--- src/rtl/onchip_mem_copier_if.sv ---
// Avalon-MM word port between the copier (master) and the on-chip RAM second slave port.
interface onchip_mem_copier_if #(
  parameter int ADDR_W = 13,
  parameter int DATA_W = 32
);
  logic [ADDR_W-1:0]   address;
  logic                chipselect;
  logic                write;
  logic [DATA_W/8-1:0] byteenable;
  logic [DATA_W-1:0]   writedata;
  logic [DATA_W-1:0]   readdata;

  modport master (
    output address, chipselect, write, byteenable, writedata,
    input  readdata
  );

  modport slave (
    input  address, chipselect, write, byteenable, writedata,
    output readdata
  );
endinterface

--- src/rtl/onchip_mem_copier.sv ---
// Overlap-safe on-chip RAM block copier, 3 cycles/word (RD, CAP, WR), memory never stalls.
// ONCHIP_MEM_COPIER_FILL_EN adds a 1 cycle/word constant-fill mode via fill_en_i/fill_value_i.
module onchip_mem_copier #(
  parameter int ADDR_W = 13,
  parameter int DATA_W = 32,
  parameter int DEPTH  = 5320
) (
  input  logic                clk,
  input  logic                rst,
  input  logic                start_i,
  input  logic [ADDR_W-1:0]   src_i,
  input  logic [ADDR_W-1:0]   dst_i,
  input  logic [ADDR_W:0]     len_i,
  input  logic                abort_i,
`ifdef ONCHIP_MEM_COPIER_FILL_EN
  input  logic                fill_en_i,
  input  logic [DATA_W-1:0]   fill_value_i,
`endif
  onchip_mem_copier_if.master mem,
  output logic                busy_o,
  output logic                done_o,
  output logic                err_o,
  output logic [ADDR_W:0]     words_done_o
);

  typedef enum logic [2:0] {
    S_IDLE, S_CHECK, S_RD, S_CAP, S_WR, S_DONE
  } state_t;

  localparam int EXT_W = ADDR_W + 2;
  localparam logic [ADDR_W:0]   ONE_L = 1;
  localparam logic [ADDR_W-1:0] ONE_A = 1;

  state_t              state_q, state_d;
  logic [ADDR_W-1:0]   rd_ptr_q, wr_ptr_q;
  logic [ADDR_W:0]     rem_q, words_q;
  logic [DATA_W-1:0]   data_q;
  logic                desc_q, err_q;
  logic                fill_q;
  logic [DATA_W-1:0]   fill_val_q;

  logic [EXT_W-1:0]    src_x, dst_x, len_x, src_end, dst_end;
  logic                range_bad, desc;

`ifdef ONCHIP_MEM_COPIER_FILL_EN
  always_ff @(posedge clk or posedge rst) begin
    if (rst) begin
      fill_q     <= 1'b0;
      fill_val_q <= '0;
    end else if (state_q == S_IDLE && start_i) begin
      fill_q     <= fill_en_i;
      fill_val_q <= fill_value_i;
    end
  end
`else
  assign fill_q     = 1'b0;
  assign fill_val_q = '0;
`endif

  // During CHECK the pointers and remaining count still hold the operands latched at start.
  assign src_x     = {2'b00, rd_ptr_q};
  assign dst_x     = {2'b00, wr_ptr_q};
  assign len_x     = {1'b0, rem_q};
  assign src_end   = src_x + len_x;
  assign dst_end   = dst_x + len_x;
  assign range_bad = (dst_end > EXT_W'(DEPTH)) || (!fill_q && (src_end > EXT_W'(DEPTH)));
  assign desc      = !fill_q && (dst_x > src_x) && (dst_x < src_end);

  always_ff @(posedge clk or posedge rst) begin
    if (rst) state_q <= S_IDLE;
    else     state_q <= state_d;
  end

  always_comb begin
    state_d = state_q;
    case (state_q)
      S_IDLE:  if (start_i) state_d = S_CHECK;
      S_CHECK: begin
        if (range_bad || rem_q == '0 || abort_i) state_d = S_DONE;
        else if (fill_q)                         state_d = S_WR;
        else                                     state_d = S_RD;
      end
      S_RD:    state_d = abort_i ? S_DONE : S_CAP;
      S_CAP:   state_d = abort_i ? S_DONE : S_WR;
      S_WR: begin
        if (abort_i || rem_q == ONE_L) state_d = S_DONE;
        else if (fill_q)               state_d = S_WR;
        else                           state_d = S_RD;
      end
      S_DONE:  state_d = S_IDLE;
      default: state_d = S_IDLE;
    endcase
  end

  always_comb begin
    mem.address    = '0;
    mem.chipselect = 1'b0;
    mem.write      = 1'b0;
    mem.byteenable = '0;
    mem.writedata  = '0;
    case (state_q)
      S_RD: begin
        mem.address    = rd_ptr_q;
        mem.chipselect = 1'b1;
        mem.byteenable = '1;
      end
      S_WR: begin
        mem.address    = wr_ptr_q;
        mem.chipselect = 1'b1;
        mem.write      = 1'b1;
        mem.byteenable = '1;
        mem.writedata  = fill_q ? fill_val_q : data_q;
      end
      default: ;
    endcase
  end

  always_ff @(posedge clk or posedge rst) begin
    if (rst) begin
      rd_ptr_q <= '0;
      wr_ptr_q <= '0;
      rem_q    <= '0;
      words_q  <= '0;
      data_q   <= '0;
      desc_q   <= 1'b0;
      err_q    <= 1'b0;
    end else begin
      case (state_q)
        S_IDLE: if (start_i) begin
          rd_ptr_q <= src_i;
          wr_ptr_q <= dst_i;
          rem_q    <= len_i;
          words_q  <= '0;
          err_q    <= 1'b0;
        end
        S_CHECK: begin
          if (range_bad) err_q <= 1'b1;
          desc_q <= desc;
          // Overlapping forward move walks from the top so no source word is clobbered early.
          if (desc) begin
            rd_ptr_q <= rd_ptr_q + ADDR_W'(rem_q - ONE_L);
            wr_ptr_q <= wr_ptr_q + ADDR_W'(rem_q - ONE_L);
          end
        end
        S_CAP: data_q <= mem.readdata;
        S_WR: begin
          words_q <= words_q + ONE_L;
          rem_q   <= rem_q - ONE_L;
          if (desc_q) begin
            rd_ptr_q <= rd_ptr_q - ONE_A;
            wr_ptr_q <= wr_ptr_q - ONE_A;
          end else begin
            rd_ptr_q <= rd_ptr_q + ONE_A;
            wr_ptr_q <= wr_ptr_q + ONE_A;
          end
        end
        default: ;
      endcase
    end
  end

  assign busy_o       = (state_q != S_IDLE);
  assign done_o       = (state_q == S_DONE);
  assign err_o        = err_q;
  assign words_done_o = words_q;

endmodule

--- src/flat_wrapper.sv ---
// flat-port wrapper written by rule: the top's interface ports become plain ports
module onchip_mem_copier_flat 
#(
  parameter int ADDR_W = 13,
  parameter int DATA_W = 32,
  parameter int DEPTH  = 5320
)
  (clk, rst, start_i, src_i, dst_i, len_i, abort_i, busy_o, done_o, err_o, words_done_o, mem_address, mem_chipselect, mem_write, mem_byteenable, mem_writedata, mem_readdata);
  onchip_mem_copier_if #(.ADDR_W(ADDR_W), .DATA_W(DATA_W)) mem_i ();
  input  logic clk;
  input  logic rst;
  input  logic start_i;
  input  logic [ADDR_W-1:0] src_i;
  input  logic [ADDR_W-1:0] dst_i;
  input  logic [ADDR_W:0] len_i;
  input  logic abort_i;
  output logic busy_o;
  output logic done_o;
  output logic err_o;
  output logic [ADDR_W:0] words_done_o;
  output wire logic [$bits(mem_i.address)-1:0] mem_address;
  output wire logic [$bits(mem_i.chipselect)-1:0] mem_chipselect;
  output wire logic [$bits(mem_i.write)-1:0] mem_write;
  output wire logic [$bits(mem_i.byteenable)-1:0] mem_byteenable;
  output wire logic [$bits(mem_i.writedata)-1:0] mem_writedata;
  input wire logic [$bits(mem_i.readdata)-1:0] mem_readdata;
  assign mem_address = mem_i.address;
  assign mem_chipselect = mem_i.chipselect;
  assign mem_write = mem_i.write;
  assign mem_byteenable = mem_i.byteenable;
  assign mem_writedata = mem_i.writedata;
  assign mem_i.readdata = mem_readdata;
  onchip_mem_copier #(.ADDR_W(ADDR_W), .DATA_W(DATA_W), .DEPTH(DEPTH)) u_core (.clk(clk), .rst(rst), .start_i(start_i), .src_i(src_i), .dst_i(dst_i), .len_i(len_i), .abort_i(abort_i), .mem(mem_i), .busy_o(busy_o), .done_o(done_o), .err_o(err_o), .words_done_o(words_done_o));
endmodule
--- config.mk ---
export PLATFORM = sky130hd
export DESIGN_NAME = onchip_mem_copier_flat
export DESIGN_NICKNAME = d
export VERILOG_FILES = /design/src/rtl/onchip_mem_copier_if.sv /design/src/rtl/onchip_mem_copier.sv /design/src/flat_wrapper.sv
export SDC_FILE = /design/constraint.sdc
export NUM_CORES = 1
export LEC_CHECK = 0
export CELL_PAD_IN_SITES_DETAIL_PLACEMENT = 0
export CELL_PAD_IN_SITES_GLOBAL_PLACEMENT = 1
export CORE_UTILIZATION = 44
export DETAILED_ROUTE_END_ITERATION = 10
export PLACE_DENSITY_LB_ADDON = 0.1
export SYNTH_ARGS = -nofsm -noshare
export SYNTH_HDL_FRONTEND = slang
export SYNTH_SLANG_ARGS = --single-unit
--- constraint.sdc ---
create_clock -name clk -period 8.8 [get_ports clk]
set_clock_uncertainty 0.1 [all_clocks]
set_input_delay 2.2 -clock clk [delete_from_list [all_inputs] [get_ports clk]]
set_output_delay 2.2 -clock clk [all_outputs]
set_load 0.05 [all_outputs]
==> results_dict.tcl, run 1 <==
set metrics [dict create \
    rsz0062_at_grt "no" \
    grt_usage_pct 25.36 \
    critPathRequiredTime_ns 6.50 \
    layout_common_cells "clkdlybuf4s50_1, dfrtp_1, ha_1" \
    finalHoldViolations 0 \
    area_growth_pct 23.04 \
    critPathTopFamily "buffers and inverters" \
    fin_crit_ns 6.135 \
    grt_pass1_wl_mm 36.49 \
    die-width_um 137.1 \
    max_freq_mhz 163.0 \
    syn_avg_cell_area_um2 8.815 \
    drive_gt1_share_pct 9.574 \
    drc 0 \
    slew_viol_final 0 \
    syn_nets 1071 \
    fin_tns_setup_ns 0 \
    wl_met3_mm 1.166 \
    cp.arrival_ns 3.84 \
    diodes 0 \
    drv_cap 0 \
    critPathLaunch "u_core.state_q[2]$_DFFE_PP0P_" \
    rows 49 \
    cts_root_buf "clkbuf_16" \
    crit_type "flop to primary output" \
    drt-initial-drc-count 381 \
    initial_core_util_pct 44.86 \
    min_period_over_period_pct 69.72 \
    worst_pin_slew_ns 1.056 \
    yosys.area.top_type_share_pct 28.36 \
    postRouteAntennaNets 0 \
    synth_warnings 0 \
    yosysUniqueCellTypes 74 \
    hold_path.startpoint "u_core.words_done_o[13]$_DFFE_PP0P_" \
    core_mm2 0.01790 \
    via_count 7287 \
    wl_met1_mm 11.48 \
    ys_ff_latch 91 \
    ys_dominant_reg_cell "dfrtp_1" \
    async_flop_share_pct 100.0 \
    design_area_mm2 0.009881 \
    synth_area_leaders "dfrtp_1, ha_1, mux2_2" \
    h-tree-depth 3 \
    finalSetupViolations 0 \
    worst_setup_path_start_kind "flop" \
    netlist_area_mm2 0.008030 \
    postPlaceCellArea_mm2 0.009585 \
    max_stage_delay_ns 0.80 \
    totalWireLength_mm 23.47 \
    worstSkewPairLatency_ns 0.35 \
    met2_length_mm 10.61 \
    status "completed" \
    die_y_um 137.1 \
    r2r-start "u_core.rem_q[0]$_DFFE_PP0P_" \
    grt_max_degree 59 \
    dr.pass1.iters 5 \
    holdBufCountCts 0 \
    die_area_mm2 0.01880 \
    cts_setup_buffers 0 \
    pin_count 144 \
    fin_nets 1189 \
    yosys.area.top_type "dfrtp_1" \
    top_layer "met4" \
    worst_setup_path_end_kind "primary output" \
    critPathSlowestCell "clkdlybuf4s50_1" \
    clkTransAtPathRegs_ns 0.07 \
    grt_pass1_vias 6798 \
    post_drt_wl_per_cell_um 18.59 \
    dp_worst_setup_slack_ns 3.101 \
    synth-edff-count 0 \
    yosysSeqAreaShare_pct 28.36 \
    post_cts_resized 0 \
    dp_hpwl_mm 17.91 \
    cts_buffers 9 \
    cts_tree "yes" \
    io_buffers 143 \
    hold_path.class "flop to flop" \
    place.gp.congestion 0.9139 \
    crit_chain "nand3b_1 > inv_2 > buf_4 > a22o_1 > clkdlybuf4s50_1" \
    clock-sinks 91 \
    grt-ovfl-total 0 \
    setup_ws_ns 2.665 \
    antenna_found_initial 0 \
    crit_buf_inv 3 \
    mostFrequentLayoutCell "clkdlybuf4s50_1" \
    synth_cells 911 \
    slew_headroom_pct 29.32 \
    cts.path.max_buffers 2 \
    crit_fanout 52 \
    viasPerCell 5.770 \
]
## Yosys cell counts (all sizes together) (26+ instances only)
master and number:
o21ai 73, nor3 27, and2 37, mux2 52
clkbuf 28, xnor2 31, ha 80, nand3 26
nor2 49, a21oi 54, nand2 68, dfrtp 91
inv 33
## state kept, by name (all words and copies together), names as in the netlist
name	count
u_core.desc_q	1
u_core.state_q	3
u_core.rem_q	14
u_core.data_q	32
u_core.words_done_o	14
u_core.err_o	1
u_core.wr_ptr_q	13
u_core.rd_ptr_q	13
## final cells by class
class	count	area, µm²
clock inverters	6	56.30
repair buffers	149	1476
clock buffers	10	239.0
well taps	229	286.5
flip-flops and latches	91	2277
fillers	1688	8021
inverters	35	133.9
multi-input cells	743	5411
## worst paths after layout
check / endpoint / slack, ns / cells past startpoint
max: mem_address[10] / 2.66 / 5
min: u_core.words_done_o[13]$_DFFE_PP0P_ / 0.39 / 1
max reg2reg: u_core.rd_ptr_q[4]$_DFFE_PP0P_ / 3.69 / 15
min reg2reg: u_core.words_done_o[13]$_DFFE_PP0P_ / 0.39 / 1
max in group asynchronous: u_core.rem_q[3]$_DFFE_PP0P_ / 5.35 / 3
min in group asynchronous: u_core.rd_ptr_q[4]$_DFFE_PP0P_ / 2.12 / 2
## cells by family (layout without fill, tap and decap cells)
family	after synthesis	count (layout)	synth area share (%)
AOI/OAI and AO/OA	250	250	20.29
xor gates and xnor gates	55	55	6.092
adders and majority gates	84	84	13.46
buffers and inverters	77	200	4.378
DFF	91	91	28.36
muxes	62	62	8.539
and+or+nand+nor	292	292	18.88
## metrics by stage
| stage | instances | util, % | hold WS (ns) |
|---|---|---|---|
| floorplan | 911 | - | 0.3705 |
| global placement | 1247 | 53.54 | 0.3752 |
| detailed placement | 1247 | 53.54 | 0.3725 |
| CTS | 1263 | 55.19 | 0.3872 |
| global route | 1263 | 55.19 | 0.4165 |
| finish | 1263 | 55.19 | 0.3852 |
## worst reg2reg max path: cells and delay by family, from the launching register on
family,cells,cell delay (ns)
mux,1,0.44
fa+ha+maj,3,1.03
flops,1,0.60
simple gates,1,0.70
buf+inv,1,0.07
xor+xnor,1,0.18
compound gates,8,1.89
## layer usage
layer / global-route usage (%) / vias to the layer above
met5: 0 / -
met2: 39.70 / 172
met4: 5.128 / 0
met3: 4.037 / 12
li1: - / 3579
met1: 36.64 / 3524
Power of run 1 is left out: the tool's default activity adds up to more than one toggle a clock period on the data nets, which glitch-free logic cannot reach.
==> inputs of run 2 (changes only) <==
CORE_UTILIZATION = 41   (was 44)
clock period = 5.7 ns   (was 8.8 ns; I/O delays follow)
==> results_dict.tcl, run 2 (synthesis gave the netlist of run 1 again) <==
set metrics [dict create \
    status "completed" \
    fin_tns_setup_ns 0 \
    drv_cap 0 \
    setup_ws_ns 0.7781 \
    cts_tree "yes" \
    clkTransAtPathRegs_ns 0.07 \
    grt_pass1_vias 6824 \
    die_area_mm2 0.02015 \
    crit_fanout 17 \
    max_freq_mhz 203.2 \
    post_cts_resized 0 \
    largest_register_ffs 32 \
    die_y_um 142.0 \
    slew_headroom_pct 25.86 \
    die-width_um 142.0 \
    grt_max_degree 66 \
    dr.pass1.iters 5 \
    grt_pass1_wl_mm 37.28 \
    worst_setup_path_end_kind "primary output" \
    cts_setup_buffers 0 \
    critPathRequiredTime_ns 4.18 \
    initial_core_util_pct 42.36 \
    diodes 0 \
    timing.hold.worst_path_depth 1 \
    grt-ovfl-total 0 \
    drc 0 \
    worstSkewPairLatency_ns 0.35 \
    totalWireLength_mm 23.61 \
    fin_nets 1194 \
    reg2reg_to "u_core.rd_ptr_q[12]$_DFFE_PP0P_" \
    rows 50 \
    via_count 7252 \
    clock-sinks 91 \
    cp.arrival_ns 3.40 \
    r2r.worst_path.cells 15 \
    min_period_over_period_pct 86.35 \
    cts_root_buf "clkbuf_16" \
    cts_buffers 9 \
    finalSetupViolations 0 \
    place.gp.congestion 0.9049 \
    worst_pin_slew_ns 1.108 \
    crit_type "flop to primary output" \
    met2_length_mm 10.58 \
    top_register "u_core.data_q" \
    r2r-start "u_core.rem_q[1]$_DFFE_PP0P_" \
    dp_worst_setup_slack_ns 1.173 \
    holdBufCountCts 0 \
    h-tree-depth 3 \
    hold_path.startpoint "u_core.words_done_o[13]$_DFFE_PP0P_" \
    hold_path.class "flop to flop" \
    wl_met3_mm 1.087 \
    ff2ff_setup_slack_ns 1.21 \
    slew_viol_final 0 \
    mostFrequentLayoutCell "clkdlybuf4s50_1" \
    crit_chain "nand2b_1 > nor2_1 > nand2_1 > o21ai_0 > clkdlybuf4s50_1" \
    postRouteAntennaNets 0 \
    core_mm2 0.01896 \
    cts.path.max_buffers 2 \
    layout_common_cells "clkdlybuf4s50_1, dfrtp_1, ha_1" \
    post_drt_wl_per_cell_um 18.18 \
    dp_hpwl_mm 18.26 \
    io_buffers 143 \
    wl_met1_mm 11.62 \
    max_stage_delay_ns 0.89 \
    area_growth_pct 23.87 \
    hold_end "u_core.words_done_o[13]$_DFFE_PP0P_" \
    viasPerCell 5.583 \
    drive_gt1_share_pct 9.913 \
    top_layer "met4" \
    finalHoldViolations 0 \
    antenna_found_initial 0 \
    pin_count 144 \
    worst_setup_path_start_kind "flop" \
    drt-initial-drc-count 511 \
    grt_usage_pct 23.88 \
    fin_crit_ns 4.922 \
    rsz0062_at_grt "no" \
    critPathSlowestCell "clkdlybuf4s50_1" \
]
## run 2: worst max path at each step
stage	to	slack [ns]	from
final	mem_address[0]	0.78	u_core.state_q[2]$_DFFE_PP0P_
after global placement	mem_address[0]	1.12	u_core.state_q[2]$_DFFE_PP0P_
after global routing	mem_address[0]	0.62	u_core.state_q[2]$_DFFE_PP0P_
after floorplan	u_core.rd_ptr_q[11]$_DFFE_PP0P_	1.34	u_core.state_q[0]$_DFFE_PP0P_
after detailed placement	mem_address[0]	1.17	u_core.state_q[2]$_DFFE_PP0P_
after CTS	mem_address[0]	0.77	u_core.state_q[2]$_DFFE_PP0P_
## run 2: metal layers
layer  global-route usage (%)  vias to the layer above
li1                         -                     3585
met1                    34.14                     3497
met2                    36.87                      151
met3                    4.778                       19
met4                    5.603                        0
met5                        0                        -
## run 2: final cells by class
type / count / area (µm²)
Clock buffer: 9 / 225.2
Timing Repair Buffer: 154 / 1514
Tap cell: 260 / 325.3
Inverter: 35 / 133.9
Fill cell: 1850 / 9009
Sequential cell: 91 / 2277
Multi-Input combinational cell: 743 / 5401
Clock inverter: 7 / 70.07
## run 2: per-stage QoR
step	area, µm²	instances	hold WS, ns	utilization (%)
after floorplan	8030	911	0.3705	-
after global placement	9652	1283	0.3764	50.92
after detailed placement	9652	1283	0.3811	50.92
after CTS	9947	1299	0.3909	52.48
after global routing	9947	1299	0.4041	52.48
final	9947	1299	0.3872	52.48
## run 2: critical path: cells and delay by family (launching register included)
family / cells / cell delay (ns)
buffers and inverters: 1 / 0.89
and+or+nand+nor: 3 / 1.32
AOI/OAI and AO/OA: 1 / 0.22
DFF: 1 / 0.60
Power of run 2 is left out for the same reason.
